File: src/rtl/uart_rx_cfg.sv
// uart_rx_cfg: runtime-configurable UART receiver with ready/valid output and a sticky overrun flag.
// Optional feature macro UART_RX_CFG_MAJORITY_EN: 3-sample majority vote per bit plus a noise flag.
module uart_rx_cfg #(
    parameter int P_DATA_BITS_MAX = 9,
    parameter int P_DIV_WIDTH     = 16
) (
    input  logic                       clk_i,
    input  logic                       rst_n_i,
    input  logic                       enable_i,
    input  logic                       data_i,
    input  logic [P_DIV_WIDTH-1:0]     div_i,
    input  logic [3:0]                 data_bits_i,
    input  logic                       parity_en_i,
    input  logic                       parity_sel_i,
    input  logic                       stop2_i,
    input  logic                       ready_i,
    output logic [P_DATA_BITS_MAX-1:0] data_o,
    output logic                       valid_o,
    output logic                       busy_o,
    output logic                       parity_err_o,
    output logic                       framing_err_o,
    output logic                       break_o,
    output logic                       noise_err_o,
    output logic                       overrun_err_o
);
    localparam logic [2:0] S_IDLE      = 3'd0;
    localparam logic [2:0] S_START     = 3'd1;
    localparam logic [2:0] S_DATA      = 3'd2;
    localparam logic [2:0] S_PARITY    = 3'd3;
    localparam logic [2:0] S_STOP      = 3'd4;
    localparam logic [2:0] S_WAIT_HIGH = 3'd5;

    localparam logic [P_DIV_WIDTH-1:0] LP_DIV_MIN  = P_DIV_WIDTH'(4);
    localparam logic [3:0]             LP_BITS_MIN = 4'd5;
    localparam logic [3:0]             LP_BITS_MAX = 4'(P_DATA_BITS_MAX);

    logic                       r_sync1, r_sync2;
    logic [2:0]                 r_state;
    logic [P_DIV_WIDTH-1:0]     r_div, r_cnt;
    logic [3:0]                 r_nbits, r_bit_cnt;
    logic                       r_par_en, r_par_sel, r_stop2;
    logic [P_DATA_BITS_MAX-1:0] r_shadow, r_data;
    logic                       r_par_acc, r_perr, r_ferr, r_all_zero;
    logic                       r_valid, r_perr_o, r_ferr_o, r_brk_o, r_ovr;

    logic                       w_rx, w_start_go, w_cnt_last, w_sample, w_bit;
    logic                       w_last_stop, w_done, w_hs, w_load;
    logic [P_DIV_WIDTH-1:0]     w_half, w_div_clamp;
    logic [3:0]                 w_bits_clamp;

    assign w_rx         = r_sync2;
    assign w_half       = r_div >> 1;
    assign w_cnt_last   = (r_cnt == r_div - 1'b1);
    assign w_start_go   = (r_state == S_IDLE) && enable_i && !w_rx;
    assign w_div_clamp  = (div_i < LP_DIV_MIN) ? LP_DIV_MIN : div_i;
    assign w_bits_clamp = (data_bits_i < LP_BITS_MIN) ? LP_BITS_MIN :
                          (data_bits_i > LP_BITS_MAX) ? LP_BITS_MAX : data_bits_i;
    assign w_last_stop  = (r_bit_cnt == {3'b000, r_stop2});
    assign w_done       = (r_state == S_STOP) && w_sample && w_last_stop;
    assign w_hs         = r_valid && ready_i;
    assign w_load       = w_done && (!r_valid || ready_i);

`ifdef UART_RX_CFG_MAJORITY_EN
    logic r_s0, r_s1, r_noise, r_noise_o;
    logic w_noise_bit, w_in_bit;

    // Decision is made on the third sample; the first two are held until then.
    assign w_sample    = (r_cnt == w_half + 1'b1);
    assign w_bit       = (r_s0 & r_s1) | (r_s0 & w_rx) | (r_s1 & w_rx);
    assign w_noise_bit = !((r_s0 == r_s1) && (r_s1 == w_rx));
    assign w_in_bit    = (r_state == S_START) || (r_state == S_DATA) ||
                         (r_state == S_PARITY) || (r_state == S_STOP);
    assign noise_err_o = r_noise_o;

    always_ff @(posedge clk_i or negedge rst_n_i) begin
        if (!rst_n_i) begin
            r_s0      <= 1'b1;
            r_s1      <= 1'b1;
            r_noise   <= 1'b0;
            r_noise_o <= 1'b0;
        end else begin
            if (w_in_bit && r_cnt == w_half - 1'b1) r_s0 <= w_rx;
            if (w_in_bit && r_cnt == w_half)        r_s1 <= w_rx;
            if (w_start_go)
                r_noise <= 1'b0;
            else if (w_in_bit && w_sample)
                r_noise <= r_noise | w_noise_bit;
            if (w_load) r_noise_o <= r_noise | w_noise_bit;
        end
    end
`else
    assign w_sample    = (r_cnt == w_half);
    assign w_bit       = w_rx;
    assign noise_err_o = 1'b0;
`endif

    always_ff @(posedge clk_i or negedge rst_n_i) begin
        if (!rst_n_i) begin
            r_sync1 <= 1'b1;
            r_sync2 <= 1'b1;
        end else begin
            r_sync1 <= data_i;
            r_sync2 <= r_sync1;
        end
    end

    always_ff @(posedge clk_i or negedge rst_n_i) begin
        if (!rst_n_i) begin
            r_state    <= S_IDLE;
            r_cnt      <= '0;
            r_bit_cnt  <= '0;
            r_div      <= LP_DIV_MIN;
            r_nbits    <= LP_BITS_MIN;
            r_par_en   <= 1'b0;
            r_par_sel  <= 1'b0;
            r_stop2    <= 1'b0;
            r_shadow   <= '0;
            r_par_acc  <= 1'b0;
            r_perr     <= 1'b0;
            r_ferr     <= 1'b0;
            r_all_zero <= 1'b1;
        end else begin
            case (r_state)
                S_IDLE: begin
                    if (w_start_go) begin
                        // The detection cycle itself counts as count 0 of the start bit.
                        r_state    <= S_START;
                        r_cnt      <= P_DIV_WIDTH'(1);
                        r_bit_cnt  <= '0;
                        r_div      <= w_div_clamp;
                        r_nbits    <= w_bits_clamp;
                        r_par_en   <= parity_en_i;
                        r_par_sel  <= parity_sel_i;
                        r_stop2    <= stop2_i;
                        r_shadow   <= '0;
                        r_par_acc  <= 1'b0;
                        r_perr     <= 1'b0;
                        r_ferr     <= 1'b0;
                        r_all_zero <= 1'b1;
                    end
                end
                S_START: begin
                    r_cnt <= w_cnt_last ? '0 : r_cnt + 1'b1;
                    if (w_sample && w_bit) begin
                        r_state <= S_IDLE;
                        r_cnt   <= '0;
                    end else if (w_cnt_last) begin
                        r_state <= S_DATA;
                    end
                end
                S_DATA: begin
                    r_cnt <= w_cnt_last ? '0 : r_cnt + 1'b1;
                    if (w_sample) begin
                        for (int unsigned i = 0; i < P_DATA_BITS_MAX; i++)
                            if (4'(i) == r_bit_cnt) r_shadow[i] <= w_bit;
                        r_par_acc <= r_par_acc ^ w_bit;
                        if (w_bit) r_all_zero <= 1'b0;
                    end
                    if (w_cnt_last) begin
                        if (r_bit_cnt == r_nbits - 1'b1) begin
                            r_bit_cnt <= '0;
                            r_state   <= r_par_en ? S_PARITY : S_STOP;
                        end else begin
                            r_bit_cnt <= r_bit_cnt + 1'b1;
                        end
                    end
                end
                S_PARITY: begin
                    r_cnt <= w_cnt_last ? '0 : r_cnt + 1'b1;
                    if (w_sample) begin
                        r_perr <= (w_bit != (r_par_acc ^ r_par_sel));
                        if (w_bit) r_all_zero <= 1'b0;
                    end
                    if (w_cnt_last) r_state <= S_STOP;
                end
                S_STOP: begin
                    r_cnt <= w_cnt_last ? '0 : r_cnt + 1'b1;
                    if (w_sample) begin
                        if (!w_bit) r_ferr <= 1'b1;
                        else        r_all_zero <= 1'b0;
                    end
                    if (w_done) begin
                        r_state <= w_bit ? S_IDLE : S_WAIT_HIGH;
                        r_cnt   <= '0;
                    end else if (w_cnt_last) begin
                        r_bit_cnt <= r_bit_cnt + 1'b1;
                    end
                end
                S_WAIT_HIGH: begin
                    if (w_rx) r_state <= S_IDLE;
                end
                default: r_state <= S_IDLE;
            endcase
        end
    end

    // A completion that coincides with a handshake replaces the word instead of overrunning.
    always_ff @(posedge clk_i or negedge rst_n_i) begin
        if (!rst_n_i) begin
            r_data   <= '0;
            r_valid  <= 1'b0;
            r_perr_o <= 1'b0;
            r_ferr_o <= 1'b0;
            r_brk_o  <= 1'b0;
            r_ovr    <= 1'b0;
        end else begin
            if (w_load) begin
                r_data   <= r_shadow;
                r_valid  <= 1'b1;
                r_perr_o <= r_perr;
                r_ferr_o <= r_ferr | ~w_bit;
                r_brk_o  <= r_all_zero & ~w_bit;
            end else if (w_hs) begin
                r_valid <= 1'b0;
            end
            if (w_done && r_valid && !ready_i)
                r_ovr <= 1'b1;
            else if (w_hs)
                r_ovr <= 1'b0;
        end
    end

    assign data_o        = r_data;
    assign valid_o       = r_valid;
    assign busy_o        = (r_state != S_IDLE);
    assign parity_err_o  = r_perr_o;
    assign framing_err_o = r_ferr_o;
    assign break_o       = r_brk_o;
    assign overrun_err_o = r_ovr;

endmodule

File: config.mk
export PLATFORM = sky130hd
export DESIGN_NAME = uart_rx_cfg
export DESIGN_NICKNAME = d
export VERILOG_FILES = /design/src/rtl/uart_rx_cfg.sv
export SDC_FILE = /design/constraint.sdc
export NUM_CORES = 1
export LEC_CHECK = 0
export ABC_AREA = 1
export CORE_ASPECT_RATIO = 0.9
export CORE_MARGIN = 2
export CORE_UTILIZATION = 60
export CTS_CLUSTER_DIAMETER = 50
export CTS_CLUSTER_SIZE = 14
export DETAILED_ROUTE_END_ITERATION = 8
export PLACE_DENSITY = 0.83
export SYNTH_ARGS = -nofsm -noshare
export SYNTH_HDL_FRONTEND = slang
export SYNTH_SLANG_ARGS = --single-unit
File: constraint.sdc
create_clock -name clk_i -period 3.1 [get_ports clk_i]
set_input_delay 0.62 -clock clk_i [delete_from_list [all_inputs] [get_ports clk_i]]
set_output_delay 0.62 -clock clk_i [all_outputs]
set_load 0.05 [all_outputs]
==> results of run 1 <==
path summary, 6_finish.rpt:
kind / endpoint / slack [ns] / depth (start not counted)
max in group asynchronous: r_cnt[13]$_DFFE_PN0P_ / 2.11 / 1
worst max-delay path: busy_o / 0.31 / 3
worst min-delay path: r_sync2$_DFF_PN1_ / 0.36 / 0
min in group asynchronous: r_div[4]$_DFFE_PN0P_ / 0.41 / 1
worst min register to register: r_sync2$_DFF_PN1_ / 0.36 / 0
worst max register to register: r_bit_cnt[3]$_DFFE_PN0P_ / 0.69 / 12
state kept, by name (all words and copies together), names as in the netlist, 3 cells and up:
name	cells
r_bit_cnt	4
r_nbits	4
r_div	16
r_cnt	16
r_shadow	9
r_state	3
data_o	9
cells by family after synthesis:
group           Yosys count  share of synthesized area
flops                    75                      0.415
xor+xnor                 42                     0.0810
buf+inv                  80                     0.0680
other cells               1                   0.000825
simple gates            350                      0.331
fa+ha+maj                 7                     0.0193
compound gates           66                     0.0848
through the flow:
stage	utilization	hold slack (ns)	setup slack, ns	instances	area [sq um]
4_1_cts	0.711	0.358	0.343	765	5290
3_5_place_dp	0.679	0.347	0.685	749	5050
2_1_floorplan	-	0.324	1.07	621	4540
5_1_grt	0.711	0.360	0.241	765	5290
6_report	0.711	0.357	0.309	765	5290
3_3_place_gp	0.679	0.346	0.682	749	5050
Yosys cell counts, drive strengths merged, types with 7 or more instances:
library cell  instances
a21oi                 9
clkbuf                8
dfrtp                69
ha                    7
inv                  65
nand2               211
nand3                41
nor2                 69
nor3                 11
o21ai                45
xnor2                15
xor2                 27
layer usage:
metal	vias to the layer above	routed length [microns]
met2	191	5100
li1	2051	-
met3	20	823
met1	1964	4780
met4	0	159
met5	-	0
power groups by stage:
| stage | Sequential [uW] | Combinational [uW] | Clock [uW] |
|---|---|---|---|
| 2_1_floorplan | 1000 | 9.57 | 0 |
| 3_3_place_gp | 1000 | 66.4 | 0 |
| 3_5_place_dp | 1000 | 67.3 | 0 |
| 4_1_cts | 982 | 67.3 | 888 |
| 5_1_grt | 982 | 72.7 | 933 |
| 6_report | 982 | 66.2 | 877 |
layout make-up:
cell class,instances,share of cell area
Inverter,66,0.0469
Clock buffer,13,0.0319
Tap cell,96,0.0227
Timing Repair Buffer,46,0.0847
Multi-Input combinational cell,466,0.444
Sequential cell,75,0.356
Clock inverter,3,0.0130
==> impl_metrics.yaml, run 1 <==
critical_path:
  crit_type: "flip-flop to output pin"
  crit_buf_inv: 2
  crit_path_max_fanout: 8
  r2r-start: "r_div[0]$_DFFE_PN0P_"
  slowest_delay_ns: 0.87
  crit_start: "r_state[2]$_DFFE_PN0P_"
  cp.required_ns: 2.48
  crit_family: "buffers and inverters"
  cp_slowest_cell: "clkdlybuf4s50_1"
  crit_arrival_ns: 2.17
  path_cells: "inv_1 > nand2_1 > clkdlybuf4s50_1"
  end_kind: "output pin"
  start_kind: "flip-flop"
finish:
  diodes: 0
  seq_area_sq_um: 1880
  drive_above_1_share: 0.0732
  multi_input_area_sq_um: 2350
  fin_nets: 699
  layout_common_cells: "208 x nand2_1, 69 x dfrtp_1, 62 x inv_1"
  n_fill_cell: 591
  final_common_cell: "nand2_1"
  area_growth_pct: 16.4
synth:
  synth_nets: 656
  synth_flop_cell: "dfrtp_1"
  yosysWarnings: 0
  synth_area_sq_um: 4540
  synth_top_area_frac: 0.380
  synth-edff-count: 0
  synth_top_area_cell: "dfrtp_1"
  post_synth_main_area_contributors: "dfrtp_1 38%, nand2_1 17%, xor2_1 5.2%"
  seq_area_frac_synth: 0.415
  yosysUniqueCellTypes: 43
  postSynthCellCount: 621
  ys_seq_elements: 75
  synth-async-reset-ratio: 1.00
  syn_area_per_cell_sq_um: 7.32
die:
  die_h_microns: 86.6
  start_util: 0.611
  dieArea_sq_um: 8290
  rows: 30
  core_region_area_sq_um: 7430
  fp.dieW_microns: 95.7
  ios: 44
sta:
  finalSetupTns_ns: 0
  slew_headroom: 0.393
  min_period_ns: 2.79
  finalSetupViolCount: 0
  rsz0062_at_grt: "no"
  period_share: 0.900
  max_freq_ghz: 0.358
  tightest_slew_ns: 0.911
  final_max_slew_viol_count: 0
  hold_viol_final: 0
  skew_ns: 0.0110
cts:
  root_buffer: "clkbuf_8"
  cts.sinks: 75
  ctsHoldBuffers: 0
  postCtsSetupBuffers: 0
  cts.clk_slew.worst_paths_ns: 0.07
  htreeDepth: 3
  clk_latency_ns: 0.34
  cts_buffer_depth: 2
  cts.repair.resized: 0
  cts_buffers: 9
  cts_tree: "built"
grt:
  grtUsageMet3: 0.0504
  grt_pass1_wl_microns: 18100
  antenna_found_initial: 0
  track_usage: 0.282
  first_global_vias: 3896
  grt_max_degree: 76
  met1_usage: 0.397
  grt_overflow_total: 0
  use_met2: 0.452
  top_usage_layer: "met2"
run:
  maxCapViolCount: 0
power_and_ir_drop:
  p_sw_frac: 0.204
  p_int_uw: 1530
  powerDensity_nw_per_um2: 364
  combPwrFrac: 0.034
  p_sw_uw: 392
  ir_drop_mv: 0.295
  p_seq_frac: 0.510
  p_leak_uw: 0.00254
  p_clk_frac: 0.456
  finalPower_uw: 1930
worst_hold_path:
  min_from: "r_sync1$_DFF_PN1_"
  hold_path_class: "flip-flop to flip-flop"
drt:
  ant_nets: 0
  via_per_inst: 5.52
  drt_iter0_drc: 427
  wire_per_inst_microns: 14.2
  drt-total-wl_microns: 10900
  vias: 4226
  drc: 0
  first_pass_iters: 5
placement:
  port_buffers: 42
  hpwl_microns: 8100
  gp_congestion: 0.935
status:
  status: "complete, no violations"
No activity file was read; power rests on OpenSTA's default activity.
==> run 2: changes to the inputs <==
GPL_ROUTABILITY_DRIVEN = 0   (was default)
==> impl_metrics.yaml, run 2 (synthesized netlist as in run 1, its figures left out) <==
finish:
  diodes: 0
  final_util: 0.706
  multi_input_area_sq_um: 2350
  final_common_cell: "nand2_1"
  layout_common_cells: "208 x nand2_1, 69 x dfrtp_1, 62 x inv_1"
  area_growth_pct: 15.5
  drive_above_1_share: 0.0747
  n_fill_cell: 590
  fin_nets: 699
  top_regs: "r_cnt (16), r_div (16)"
  seq_area_sq_um: 1880
die:
  rows: 30
  die_h_microns: 86.6
  fp.dieW_microns: 95.7
  core_region_area_sq_um: 7430
  dieArea_sq_um: 8290
  ios: 44
  start_util: 0.611
cts:
  htreeDepth: 3
  cts.repair.resized: 0
  ctsHoldBuffers: 0
  cts_tree: "built"
  root_buffer: "clkbuf_8"
  cts.clk_slew.worst_paths_ns: 0.08
  cts.sinks: 75
  cts_buffers: 9
  cts_buffer_depth: 2
  clk_latency_ns: 0.36
  postCtsSetupBuffers: 0
power_and_ir_drop:
  ir_drop_mv: 0.224
  p_sw_frac: 0.233
  p_sw_uw: 422
  combPwrFrac: 0.036
  p_clk_frac: 0.421
  p_leak_uw: 0.00252
  powerDensity_nw_per_um2: 345
  p_seq_frac: 0.543
  p_int_uw: 1390
sta:
  min_period_ns: 2.78
  period_share: 0.896
  slew_headroom: 0.394
  max_freq_ghz: 0.360
  hold_viol_final: 0
  skew_ns: 0.0130
  tightest_slew_ns: 0.908
  finalSetupViolCount: 0
  final_max_slew_viol_count: 0
  rsz0062_at_grt: "no"
  finalSetupTns_ns: 0
drt:
  vias: 4233
  drt-total-wl_microns: 10700
  wire_per_inst_microns: 14.0
  drc: 0
  via_per_inst: 5.53
  ant_nets: 0
  first_pass_iters: 5
  drt_iter0_drc: 369
grt:
  grt_max_degree: 76
  track_usage: 0.279
  first_global_vias: 3957
  grt_overflow_total: 0
  grt_pass1_wl_microns: 18000
  antenna_found_initial: 0
critical_path:
  start_kind: "flip-flop"
  r2r_setup_slack_ns: 0.70
  cp.required_ns: 2.48
  crit_path_max_fanout: 8
  end_kind: "output pin"
  crit_arrival_ns: 2.16
  crit_type: "flip-flop to output pin"
placement:
  hpwl_microns: 7920
  port_buffers: 42
run:
  maxCapViolCount: 0
status:
  status: "complete, no violations"
worst_hold_path:
  hold_path_class: "flip-flop to flip-flop"
==> run 2: cell types whose count changed in the layout (fill, tap and decap cells not counted), sizes merged <==
cell	change
clkinv	+2
bufinv	-1
inv	+2
clkinvlp	+1
clkbuf	-4
==> run 2: final timing paths <==
kind,from,endpoint,cells past startpoint
max,r_state[2]$_DFFE_PN0P_,busy_o,3
min,r_sync1$_DFF_PN1_,r_sync2$_DFF_PN1_,0
max reg2reg,r_div[0]$_DFFE_PN0P_,r_cnt[10]$_DFFE_PN0P_,15
min reg2reg,r_sync1$_DFF_PN1_,r_sync2$_DFF_PN1_,0
max in group asynchronous,rst_n_i,r_state[0]$_DFFE_PN0P_,1
min in group asynchronous,rst_n_i,r_div[4]$_DFFE_PN0P_,1
==> run 2: critical path, stage by stage, from the launching register on <==
cell	delay (ns)
dfrtp_1	0.51
inv_1	0.15
nand2_1	0.28
clkdlybuf4s50_1	0.87
==> run 2: area by class of cell <==
type,instances,area share
tap,96,0.0229
clock buffer,9,0.0236
multi-input combinational,466,0.448
timing repair buffer,46,0.0854
inverter,66,0.0472
sequential,75,0.359
clock inverter,7,0.0141
==> run 2: power groups by stage <==
stage / logic [uW] / registers [uW] / clock network, uW
after floorplan: 9.57 / 1000 / 0
after global placement: 66.2 / 1000 / 0
after detailed placement: 67.2 / 1000 / 0
after CTS: 67.3 / 982 / 770
after global routing: 73.0 / 983 / 812
final: 65.7 / 982 / 762
==> run 2: per-layer routing <==
metal / track usage / part of all wire
met5: 0 / 0
met3: 0.0539 / 0.075
met2: 0.446 / 0.46
met4: 0.0623 / 0.0092
met1: 0.398 / 0.45
==> run 2: per-stage QoR <==
step                      instance area, sq um  setup slack, ns  total power, uW  cells  hold slack [ns]
after detailed placement                  5050            0.682             1070    749            0.350
after global routing                      5250            0.232             1870    765            0.377
after floorplan                           4540             1.07             1010    621            0.324
after global placement                    5050            0.697             1070    749            0.346
after CTS                                 5250            0.327             1820    765            0.371
final                                     5250            0.323             1810    765            0.365
==> run 3: changes to the inputs <==
==> constraint.sdc (replaced) <==
create_clock -name clk_i -period 3.1 [get_ports clk_i]
set_input_delay 0.31 -clock clk_i [delete_from_list [all_inputs] [get_ports clk_i]]
set_output_delay 0.31 -clock clk_i [all_outputs]
set_load 0.05 [all_outputs]
==> impl_metrics.yaml, run 3 (synthesized netlist as in run 1, its figures left out) <==
status:
  status: "complete, no violations"
cts:
  cts_tree: "built"
  cts.sinks: 75
  root_buffer: "clkbuf_8"
  cts.repair.resized: 0
  htreeDepth: 3
  cts.clk_slew.worst_paths_ns: 0.08
  cts_buffers: 9
  ctsHoldBuffers: 0
  postCtsSetupBuffers: 0
  cts_buffer_depth: 2
  clk_latency_ns: 0.35
die:
  rows: 30
  ios: 44
  core_region_area_sq_um: 7430
  fp.dieW_microns: 95.7
  start_util: 0.611
  die_h_microns: 86.6
  dieArea_sq_um: 8290
critical_path:
  crit_buf_inv: 2
  cp.required_ns: 3.34
  crit_type: "flip-flop to flip-flop"
  crit_arrival_ns: 2.72
  end_kind: "flip-flop"
  cp_slowest_cell: "dfrtp_1"
  path_cells: "inv_1 > ha_1 > nand2_1 > nor2_2 > nand2_1 > nor2_1 > xor2_1 > nand3_2 > nand2_4 > inv_2 > nor2_8 > nor2_1"
  crit_family: "simple AND/OR/NAND/NOR gates"
  start_kind: "flip-flop"
  crit_path_max_fanout: 9
  slowest_delay_ns: 0.40
drt:
  wl_met1_microns: 4790
  first_pass_iters: 5
  vias: 4111
  drt-total-wl_microns: 10300
  wire_per_inst_microns: 13.5
  via_per_inst: 5.38
  drc: 0
  routed.top_layer: "met4"
  wl_met3_microns: 746
  wl_met2_microns: 4660
  ant_nets: 0
  drt_iter0_drc: 252
sta:
  skew_ns: 0.00828
  fin_ws_ns: 0.622
  slew_headroom: 0.401
  min_period_ns: 2.48
  final_max_slew_viol_count: 0
  finalSetupTns_ns: 0
  period_share: 0.799
  tightest_slew_ns: 0.898
  finalSetupViolCount: 0
  max_freq_ghz: 0.404
  rsz0062_at_grt: "no"
  holdWs_ns: 0.0871
  hold_viol_final: 0
grt:
  antenna_found_initial: 0
  grt_overflow_total: 0
  grt_max_degree: 76
  first_global_vias: 3748
  grt_pass1_wl_microns: 17500
  track_usage: 0.272
placement:
  place_inst: 748
  port_buffers: 42
  hpwl_microns: 7850
  post-place-ws_ns: 0.697
finish:
  top_regs: "r_cnt (16), r_div (16)"
  layout_common_cells: "208 x nand2_1, 69 x dfrtp_1, 62 x inv_1"
  stdcell_count: 764
  final_common_cell: "nand2_1"
  fin_nets: 698
  area_growth_pct: 15.4
  diodes: 0
  drive_above_1_share: 0.0734
worst_hold_path:
  hold_path_class: "input port to async pin"
power_and_ir_drop:
  powerDensity_nw_per_um2: 345
  ir_drop_mv: 0.269
  p_leak_uw: 0.00251
  finalPower_uw: 1810
run:
  maxCapViolCount: 0
run 3: cell types whose count changed in the layout (fill, tap and decap cells not counted), sizes merged:
cell,previous run,this run
clkinv,4,3
buf,5,4
clkinvlp,1,2
run 3: through the flow:
step	area (sq um)	utilization
floorplan	4540	-
global placement	5040	0.678
detailed placement	5040	0.678
CTS	5240	0.705
global route	5240	0.705
finish	5240	0.705
run 3: final cells by class:
type	instances	area [sq um]
Clock buffer	9	124
Clock inverter	7	76.3
Fill cell	598	2190
Inverter	66	248
Multi-Input combinational cell	466	2350
Sequential cell	75	1880
Tap cell	96	120
Timing Repair Buffer	45	440
run 3: routing by layer:
metal,GRT usage,up-vias
li1,-,2050
met1,0.393,1883
met2,0.420,161
met3,0.0461,17
met4,0.0883,0
met5,0,-
run 3: path summary, 6_finish.rpt:
check / start / slack, ns / to / depth (start not counted)
hold / removal: rst_n_i / 0.09 / r_cnt[3]$_DFFE_PN0P_ / 1
min in group clk_i: r_sync1$_DFF_PN1_ / 0.36 / r_sync2$_DFF_PN1_ / 0
setup reg to reg: r_div[0]$_DFFE_PN0P_ / 0.62 / r_cnt[10]$_DFFE_PN0P_ / 12
max in group asynchronous: rst_n_i / 2.44 / r_div[10]$_DFFE_PN0P_ / 1
hold reg to reg: r_sync1$_DFF_PN1_ / 0.36 / r_sync2$_DFF_PN1_ / 0
setup / recovery: r_div[0]$_DFFE_PN0P_ / 0.62 / r_cnt[10]$_DFFE_PN0P_ / 12
run 3: report_power, final:
part / total, uW / switching [uW] / leakage (uW) / internal, uW
logic: 64.2 / 32.5 / 0.00151 / 31.7
registers: 982 / 1.78 / 0.000904 / 980
clock network: 763 / 386 / 0.0000962 / 377
run 3: worst reg2reg max path: stages, from the launching register on:
cell	delay, ns
dfrtp_1	0.40
inv_1	0.17
ha_1	0.28
nand2_1	0.17
nor2_2	0.24
nand2_1	0.12
nor2_1	0.14
xor2_1	0.21
nand3_2	0.19
nand2_4	0.15
inv_2	0.08
nor2_8	0.15
nor2_1	0.06
